[src/rtl/shift_tx_arbiter.sv]
// shift_tx_arbiter: round-robin arbiter between two requesters sharing one
// WIDTH-bit left-shift register; each granted word is shifted out MSB-first
// with a valid strobe and followed by a one-cycle done pulse.
module shift_tx_arbiter #(
    parameter int WIDTH = 6,
    parameter int CNT_W = 3
) (
    input  logic             clk,
    input  logic             reset,
    input  logic             req_a,
    input  logic [WIDTH-1:0] data_a,
    input  logic             req_b,
    input  logic [WIDTH-1:0] data_b,
    output logic             gnt_a,
    output logic             gnt_b,
    output logic             owner,
    output logic             busy,
    output logic [WIDTH-1:0] q,
    output logic             ser_out,
    output logic             ser_valid,
    output logic             done
);

    typedef enum logic [1:0] {
        S_IDLE,
        S_SHIFT,
        S_DONE
    } state_t;

    state_t           r_state;
    state_t           w_state_nxt;
    logic [WIDTH-1:0] r_q;
    logic [CNT_W-1:0] r_cnt;
    logic             r_gnt_a;
    logic             r_gnt_b;
    logic             r_owner;
    logic             r_last_owner;
    logic             w_grant;
    logic             w_win_b;
    logic             w_last_bit;

    // State register
    always_ff @(posedge clk or negedge reset) begin
        if (!reset) begin
            r_state <= S_IDLE;
        end else begin
            r_state <= w_state_nxt;
        end
    end

    // Arbitration, next-state selection and state-decoded outputs
    always_comb begin
        w_state_nxt = r_state;
        w_grant     = 1'b0;
        w_win_b     = 1'b0;
        w_last_bit  = 1'b0;
        busy        = 1'b0;
        ser_valid   = 1'b0;
        done        = 1'b0;
        case (r_state)
            S_IDLE: begin
                w_grant = req_a | req_b;
                // B wins alone, or on a tie when A owned the last transfer
                w_win_b = req_b & (~req_a | ~r_last_owner);
                if (w_grant) begin
                    w_state_nxt = S_SHIFT;
                end
            end
            S_SHIFT: begin
                busy       = 1'b1;
                ser_valid  = 1'b1;
                w_last_bit = (r_cnt == CNT_W'(WIDTH - 1));
                if (w_last_bit) begin
                    w_state_nxt = S_DONE;
                end
            end
            S_DONE: begin
                busy        = 1'b1;
                done        = 1'b1;
                w_state_nxt = S_IDLE;
            end
            default: begin
                w_state_nxt = S_IDLE;
            end
        endcase
    end

    // Shift register, bit counter, grant pulses and ownership tracking
    always_ff @(posedge clk or negedge reset) begin
        if (!reset) begin
            r_q          <= '0;
            r_cnt        <= '0;
            r_gnt_a      <= 1'b0;
            r_gnt_b      <= 1'b0;
            r_owner      <= 1'b1;
            r_last_owner <= 1'b1;
        end else begin
            r_gnt_a <= w_grant & ~w_win_b;
            r_gnt_b <= w_grant & w_win_b;
            case (r_state)
                S_IDLE: begin
                    if (w_grant) begin
                        r_q     <= w_win_b ? data_b : data_a;
                        r_cnt   <= '0;
                        r_owner <= w_win_b;
                    end
                end
                S_SHIFT: begin
                    r_q   <= {r_q[WIDTH-2:0], 1'b0};
                    r_cnt <= r_cnt + CNT_W'(1);
                    if (w_last_bit) begin
                        r_last_owner <= r_owner;
                    end
                end
                default: begin
                end
            endcase
        end
    end

    assign gnt_a   = r_gnt_a;
    assign gnt_b   = r_gnt_b;
    assign owner   = r_owner;
    assign q       = r_q;
    assign ser_out = r_q[WIDTH-1];

endmodule

[config.mk]
export PLATFORM = sky130hd
export DESIGN_NAME = shift_tx_arbiter
export DESIGN_NICKNAME = d
export VERILOG_FILES = /design/src/rtl/shift_tx_arbiter.sv
export SDC_FILE = /design/constraint.sdc
export NUM_CORES = 1
export LEC_CHECK = 0
export ABC_AREA = 1
export CAP_MARGIN = 20
export CORE_MARGIN = 1.5
export CORE_UTILIZATION = 30
export CTS_BUF_LIST = sky130_fd_sc_hd__clkbuf_2
export CTS_CLUSTER_SIZE = 8
export DETAILED_ROUTE_END_ITERATION = 8
export GPL_ROUTABILITY_DRIVEN = 1
export PLACE_DENSITY = 0.63
export SLEW_MARGIN = 5
export SYNTH_ARGS = -nofsm -noshare
export SYNTH_HDL_FRONTEND = slang
export SYNTH_SLANG_ARGS = --single-unit
[constraint.sdc]
create_clock -name clk -period 2.08 [get_ports clk]
set_input_delay 0.208 -clock clk [delete_from_list [all_inputs] [get_ports clk]]
set_output_delay 0.208 -clock clk [all_outputs]
set_load 0.03 [all_outputs]
Word-level counts from Yosys, hierarchy flattened
Index checks and enable logic that the tools add are counted.

Bits in registers: 15. Input port bits: 16. Output and inout bits: 13. Logic and storage cells: 43.

Add/subtract/negate cells: 1. Equal/unequal tests: 6. Muxes and demuxes: 14. Bitwise gates (word level): 8. Reductions and logical operators: 7.

Operators with widths (count): $mux W6 (2); $pmux W6 S2 (1); $reduce_and A2 Y1 (4); $mux W1 (6); $ne A2 B2 Y1 const B (3); $pmux W3 S2 (1); $mux W2 (2); $pmux W2 S2 (1); $add A3 B1 Y3 const B (1); $and A1 B1 Y1 (3); $eq A3 B3 Y1 const B (1); $mux W3 (1); $not A1 Y1 (3); $eq A2 B1 Y1 const B (1); $eq A2 B2 Y1 const B (1); $logic_not A2 Y1 (1); $or A1 B1 Y1 (2); $reduce_bool A2 Y1 (1); $reduce_or A2 Y1 (1).

Logic depth before layout (Yosys ltp)
Gate-level depths: netlist of the first run.

Word-level depth: 7. Depth in mapped cells: 9. Mapped depth without buffers: 9.

Worst setup path after synthesis of the first run
No wires, ideal clock.

Path kind: register to register. From: register r_state[1]. To: register r_cnt[2]. Library setup time: 117 ps. Arrival time: 1376 ps. Data required time: 1963 ps. Path slack: 586 ps. Cell stages (with the launch flop): 9. Buffers on the path: 1. Clock period less this slack: 1494 ps. Path through: dfrtp_1 > inv_1 > ha_1 > inv_2 > nand2_2 > nand2_4 > buf_6 > nand2_1 > o21ai_2.

Longest elaborated chain between the ends: 4. Elaborated cells between the ends (all ways): 7. Those cells by class: eq/ne: 2; mux: 2; reduce/logical: 3.

Ends and longest elaborated chain: start, declared (line 30) `state_t r_state;`; start signal, assigned (line 47) `r_state <= w_state_nxt;`; $logic_not A2 Y1 (line 60, 100); $mux W1 (line 60) `case (r_state)`; $ne A2 B2 Y1 (no line); $reduce_and A2 Y1 (no line); end signal, assigned (line 110) `r_cnt <= r_cnt + CNT_W'(1);`; end, declared (line 33) `logic [CNT_W-1:0] r_cnt;`.

Several ways; a longest one is shown, not always the timed one. A chain may end at the register's enable or synchronous reset.

Final worst setup path of the first run
From: register r_state[0]. To: output busy.

Longest elaborated chain between the ends: 3. Elaborated cells between the ends (all ways): 4. Those cells by class: eq/ne: 2; mux: 1; reduce/logical: 1.

Ends and longest elaborated chain: $eq A2 B1 Y1 / $eq A2 B2 Y1 (equally long branches) (line 60); $reduce_or A2 Y1 (no line) *; $mux W1 * (line 60); end, declared (line 17) `output logic busy,`.

Every way passes the cells marked *; elsewhere a longest branch is shown, timed or not.

==> reports/results.txt, run 1 <==
Status: completed
Synth Register Bits: 15
Largest net degree at the start of global routing: 16
Drt total wl: 1862 um
Post-synth cell types: 20
Nets@finish: 163
HP Class: in -> async
Commonest cells post-synth: nand2_1, dfrtp_1, nand3_1, nor2_1, inv_1
Number of core rows: 19
Clock buffer depth: 2
Number of placed I/O pins: 29
CP max stage delay: 660 ps
Worst-margin pin slew: 687.6 ps
Wirelength per Cell: 10.89 um
Vias: 763
Starting Density: 31.35%
Syn Nets: 133
DRT antenna net count: 0
Post-Syn Instances: 111
Synth Area per Inst: 7.721 um2
GRT Total Usage: 13.34%
Largest cells by area after synthesis: dfrtp_1, nand2_1, ha_1
Critical path startpoint category: register
Vias in the first global route: 743
Setup Skew: 11.38 ps
Max-slew violations: 0
Clock Tree Root: clkbuf_2
Cell taking the most area after synthesis: dfrtp_1
Clk_lat worst skew: 300 ps
Synth Flop Type: dfrtp_1
First-pass GRT wire length: 3284 um
Post-synthesis sequential area ratio: 44.09%
Slowest CP cell: clkdlybuf4s50_1
Max-cap violation count: 0
Unrepaired setup endpoints after global routing: false
Relative slew slack: 54.01%
Critical path arrival: 1720 ps
H-tree Lvls: 1
Top Family by Delay on Critical Path: buffers and inverters
Crit. path cell count: 3
DR DRC count: 0
Core area: 2734 um2
CTS Sinks: 15
Number of flops mapped to enable cells by yosys: 0
Top-count cell post-synth: nand2_1
Buf/Inv on CP: 2
CP Class: reg -> out
Maximum operating frequency: 519.4 MHz
Pre-Repair DR Iteration Count: 4
Final Hold Viols: 0
Clock-pin slew on the worst setup and hold paths: 160 ps
Ant. Diodes: 0
Worst Path Required: 1870 ps
Initial antenna violation count: 0
Worst r2r dst: q[2]
CTS Buf Count: 3
GPL Wtd Cong: 0.7122
YS warnings: 0
R2R cell count: 8
Crit path max fanout: 3
Setup crit end kind: primary output
Worst r2r src: r_state[1]
Setup violators final: 0
Overflow after GRT: 0
Leak: 0.5942 nW
DIE AREA: 3187 um2
Synthesized area: 857.1 um2
Via density: 4.462
Crit-path cells: inv_1, ha_1, clkdlybuf4s50_1
Layout cells sized above 1: 10.71%
IR drop worst, VDD: 0.001130 V
Port Buf Inserts: 28
CTS tree: done
Die width: 56.45 um
Critical path origin: r_state[0]
R2R setup slack: 560 ps
Area share of the largest cell type after synthesis: 37.96%
Fin crit period: 1925 ps
CP endpoint: busy
Sum Neg Setup Slack: 0 ps
PD cells: 1545 nW/um2
Dpl hpwl: 1368 um
Drt initial violations: 13
Layout area overhead: 37.08%
WHS: 298.8 ps
Die span in y: 56.45 um
Tcrit/Tclk final: 92.57%
Ys async rst share: 100.0%
## repair_timing
action / 4_1_cts / 5_1_grt
setup endpoints to repair: 0 / 1
hold buffers: 0 / 0
hold endpoints to repair: 0 / 0
gates resized for setup: 0 / 1
setup buffers: 0 / 0
## where the power goes
part	leakage (nW)	internal (mW)	switching (mW)	total, mW
clock network	0.0166	0.0510	0.101	0.152
registers	0.185	0.431	0.0853	0.517
logic	0.392	0.433	0.713	1.15
## worst min-delay path by stage
| stage | to | start | slack, ps | cells after the start |
|---|---|---|---|---|
| after floorplan | gnt_a | reset | -90 | 0 |
| after global placement | r_last_owner | r_last_owner | 470 | 2 |
| after detailed placement | r_last_owner | r_last_owner | 480 | 2 |
| final | r_cnt[2] | reset | 300 | 1 |
| after CTS | r_cnt[2] | reset | 330 | 1 |
| after global routing | r_cnt[2] | reset | 350 | 1 |
## cell families after synthesis
logic type,synth area share [%]
fa+ha+maj,8.759
flops,44.09
simple gates,33.29
compound gates,5.693
buf+inv,8.174
## state kept, by name (all words and copies together), names as in the netlist
name          flops
owner             1
r_state           2
gnt_b             1
r_cnt             3
gnt_a             1
q                 6
r_last_owner      1
## metrics by stage
stage	instances	instance area, um2	total power, mW	setup WS, ps	util, %
after floorplan	111	857.1	1.341	586.1	-
after global placement	167	1152	1.658	421.9	42.15
after detailed placement	167	1152	1.679	378.9	42.15
after CTS	171	1172	1.839	2.786	42.88
after global routing	171	1175	1.964	49.85	42.97
final	171	1175	1.816	154.6	42.97
## routing by layer
metal | part of all wire, % | global-route usage [%]
met5 | 0 | 0
met4 | 0.97 | 5.102
met3 | 4.4 | 4.839
met2 | 48 | 20.93
met1 | 47 | 16.67
## worst reg2reg max path, delay by kind of cell (launching register included)
family	cells	cell delay (ps)
buf+inv	2	270
fa+ha+maj	1	290
simple gates	5	470
flops	1	430
## layout make-up
| cell class | count | area (um2) |
|---|---|---|
| Multi-Input combinational cell | 81 | 409.1 |
| Sequential cell | 15 | 377.9 |
| Fill cell | 280 | 1559 |
| Tap cell | 31 | 38.79 |
| Timing Repair Buffer | 28 | 282.8 |
| Clock buffer | 4 | 20.02 |
| Inverter | 12 | 46.29 |
## placed cells by master (no fill, tap or decap)
cell and count:
o21ai_0 4, o21ai_2 1, a21oi_1 1, inv_1 9
nand2_1 37, clkbuf_2 4, nand2_4 2, clkinv_2 1
dlymetal6s2s_1 1, nor2_1 12, clkdlybuf4s50_1 27, ha_1 6
nand2_2 1, inv_2 2, o21ai_1 3, dfrtp_1 13
nor2_2 1, nand3_1 12, or2_2 1, dfstp_2 2
Note: power is estimated with default switching activity, not from simulation.
==> inputs of run 2 (changes only) <==
Settings changed: CORE_UTILIZATION 30 to 42, CTS_CLUSTER_DIAMETER from default to 30, PLACE_DENSITY 0.63 to 0.84.
Clock period 2.08 ns to 1.7 ns, I/O delays scaled along.
==> reports/results.txt, run 2 (synthesized netlist as in run 1, its figures left out) <==
Die width: 48.18 um (-15%)
Switch Pwr: 1.097 mW (+22%)
Vias: 784 (+2.8%)
Max reg flops: 6 (unchanged)
Status: completed
Post-CTS Hold Buffers: 0 (unchanged)
Largest net degree at the start of global routing: 16 (unchanged)
Setup crit end kind: primary output
Unrepaired setup endpoints after global routing: false
Leak: 0.6048 nW (+1.8%)
CTS Sinks: 15 (unchanged)
Setup violators final: 0 (unchanged)
Critical path arrival: 1440 ps (-280 ps)
CTS tree: done
Core area: 1942 um2 (-29%)
Vias in the first global route: 638 (-14%)
Maximum operating frequency: 622.9 MHz
Drt total wl: 1812 um (-2.7%)
Critical path startpoint category: register
Sum Neg Setup Slack: 0 ps (unchanged)
Clock power frac: 8.2% (-0.2 points)
Overflow after GRT: 0 (unchanged)
CTS Buf Count: 3 (unchanged)
Nets@finish: 166 (+1.8%)
GPL Wtd Cong: 0.7728 (+8.5%)
Initial antenna violation count: 0 (unchanged)
Worst r2r src: r_state[1]
Clock-pin slew on the worst setup and hold paths: 150 ps (about the same)
HP Class: in -> async
Ant. Diodes: 0 (unchanged)
Seq pwr share: 28.3% (about the same)
Max-cap violation count: 0 (unchanged)
Layout area overhead: 38.39%
Post-placement cell area: 1170 um2 (+1.5%)
Worst r2r dst: q[4]
Layout cells sized above 1: 12.59% (+1.9 points)
DIE AREA: 2321 um2 (-27%)
Fin crit period: 1605 ps
Wirelength per Cell: 10.66 um (-2.1%)
Number of core rows: 16 (-3)
Relative slew slack: 78.47% (+24 points)
Most common library cell in the layout ignoring fill and taps: nand2_1
Clk_lat worst skew: 290 ps (about the same)
R2R cell count: 9 (+1)
Die span in y: 48.18 um (-15%)
Setup Skew: 1.114 ps (-10.27 ps)
Port Buf Inserts: 28 (unchanged)
Switching share of power: 49.47% (-0.098 points)
Drt initial violations: 11 (-2)
Logic pwr share: 63.4% (+0.2 points)
H-tree Lvls: 1 (unchanged)
PD cells: 1870 nW/um2 (+21%)
Most frequent cells in the layout: nand2_1, clkdlybuf4s50_1, dfrtp_1
DR DRC count: 0 (unchanged)
Via density: 4.612 (+3.4%)
DRT antenna net count: 0 (unchanged)
Worst-margin pin slew: 321.9 ps (-365.7 ps)
Post-CTS Setup Bufs: 0 (unchanged)
IR drop worst, VDD: 0.001157 V (+2.4%)
Tcrit/Tclk final: 94.43%
Worst Path Required: 1530 ps (-340 ps)
Fill cell count: 173 (-38%)
GRT Total Usage: 16.92% (+3.6 points)
Dpl hpwl: 1372 um (+0.34%)
First-pass GRT wire length: 2663 um (-19%)
Crit path max fanout: 3 (unchanged)
CP Class: reg -> out
Clock Tree Root: clkbuf_2
Internal Power: 1.121 mW (+22%)
Final Hold Viols: 0 (unchanged)
Pre-Repair DR Iteration Count: 4 (unchanged)
Clock buffer depth: 2 (unchanged)
Fin area: 1186 um2 (+0.96%)
R2R setup slack: 310 ps (-250 ps)
Number of placed I/O pins: 29 (unchanged)
Max-slew violations: 0 (unchanged)
Starting Density: 44.14% (+13 points)
[run 2: cell types whose count changed in the layout (fill, tap and decap cells not counted)]
cell and change:
buf_4 +3, clkdlybuf4s50_1 -3, dlygate4sd2_1 +3, clkdlybuf4s15_1 +1
dlymetal6s2s_1 -1
[run 2: stage by stage]
step / power, mW / utilization (%) / setup WS, ps / hold slack [ps] / cells
2_1_floorplan: 1.641 / - / 206.1 / -125.6 / 111
3_3_place_gp: 2.044 / 60.24 / 182.4 / 470.5 / 166
3_5_place_dp: 2.089 / 60.24 / 123.0 / 479.2 / 166
4_1_cts: 2.249 / 61.02 / 28.88 / 145.9 / 170
5_1_grt: 2.409 / 61.08 / 15.40 / 157.7 / 170
6_report: 2.218 / 61.08 / 94.68 / 159.2 / 170
[run 2: worst max-delay path by stage]
stage          startpoint  cells past startpoint        to  slack (ps)
2_1_floorplan  r_state[1]                      8  r_cnt[2]         210
3_3_place_gp   r_state[0]                      3      busy         180
3_5_place_dp   r_state[0]                      3      busy         120
4_1_cts        r_state[1]                      3      busy          30
5_1_grt        r_state[1]                      3      busy          20
6_report       r_state[1]                      3      busy          90
[run 2: layout make-up]
type	count	area (um2)	share of cell area [%]
Clock buffer	4	20.02	1.688
Tap cell	27	33.78	2.848
Sequential cell	15	377.9	31.86
Timing Repair Buffer	31	299.0	25.21
Multi-Input combinational cell	81	409.1	34.49
Inverter	12	46.29	3.903
[run 2: power groups by stage]
stage	Clock (mW)	Combinational, mW	Sequential (mW)
after floorplan	0	0.816	0.825
after global placement	0	1.41	0.631
after detailed placement	0	1.45	0.637
after CTS	0.195	1.42	0.631
after global routing	0.209	1.55	0.648
final	0.182	1.41	0.629
[run 2: layer usage]
metal,track usage [%],vias up,share of wire [%]
li1,-,410,-
met1,21.74,350,45
met2,26.05,21,48
met3,4.444,3,5.4
met4,8.649,0,1.7
met5,0,-,0
[run 2: critical path, cell delays in order (launching register included)]
cell             delay (ps)
dfrtp_1                 410
inv_1                    90
ha_1                    280
clkdlybuf4s15_1         370
[run 2: repair_timing]
action	4_1_cts	5_1_grt
endpoints found under the hold margin	0	0
gates resized for setup	4	1
setup endpoints to repair	4	1
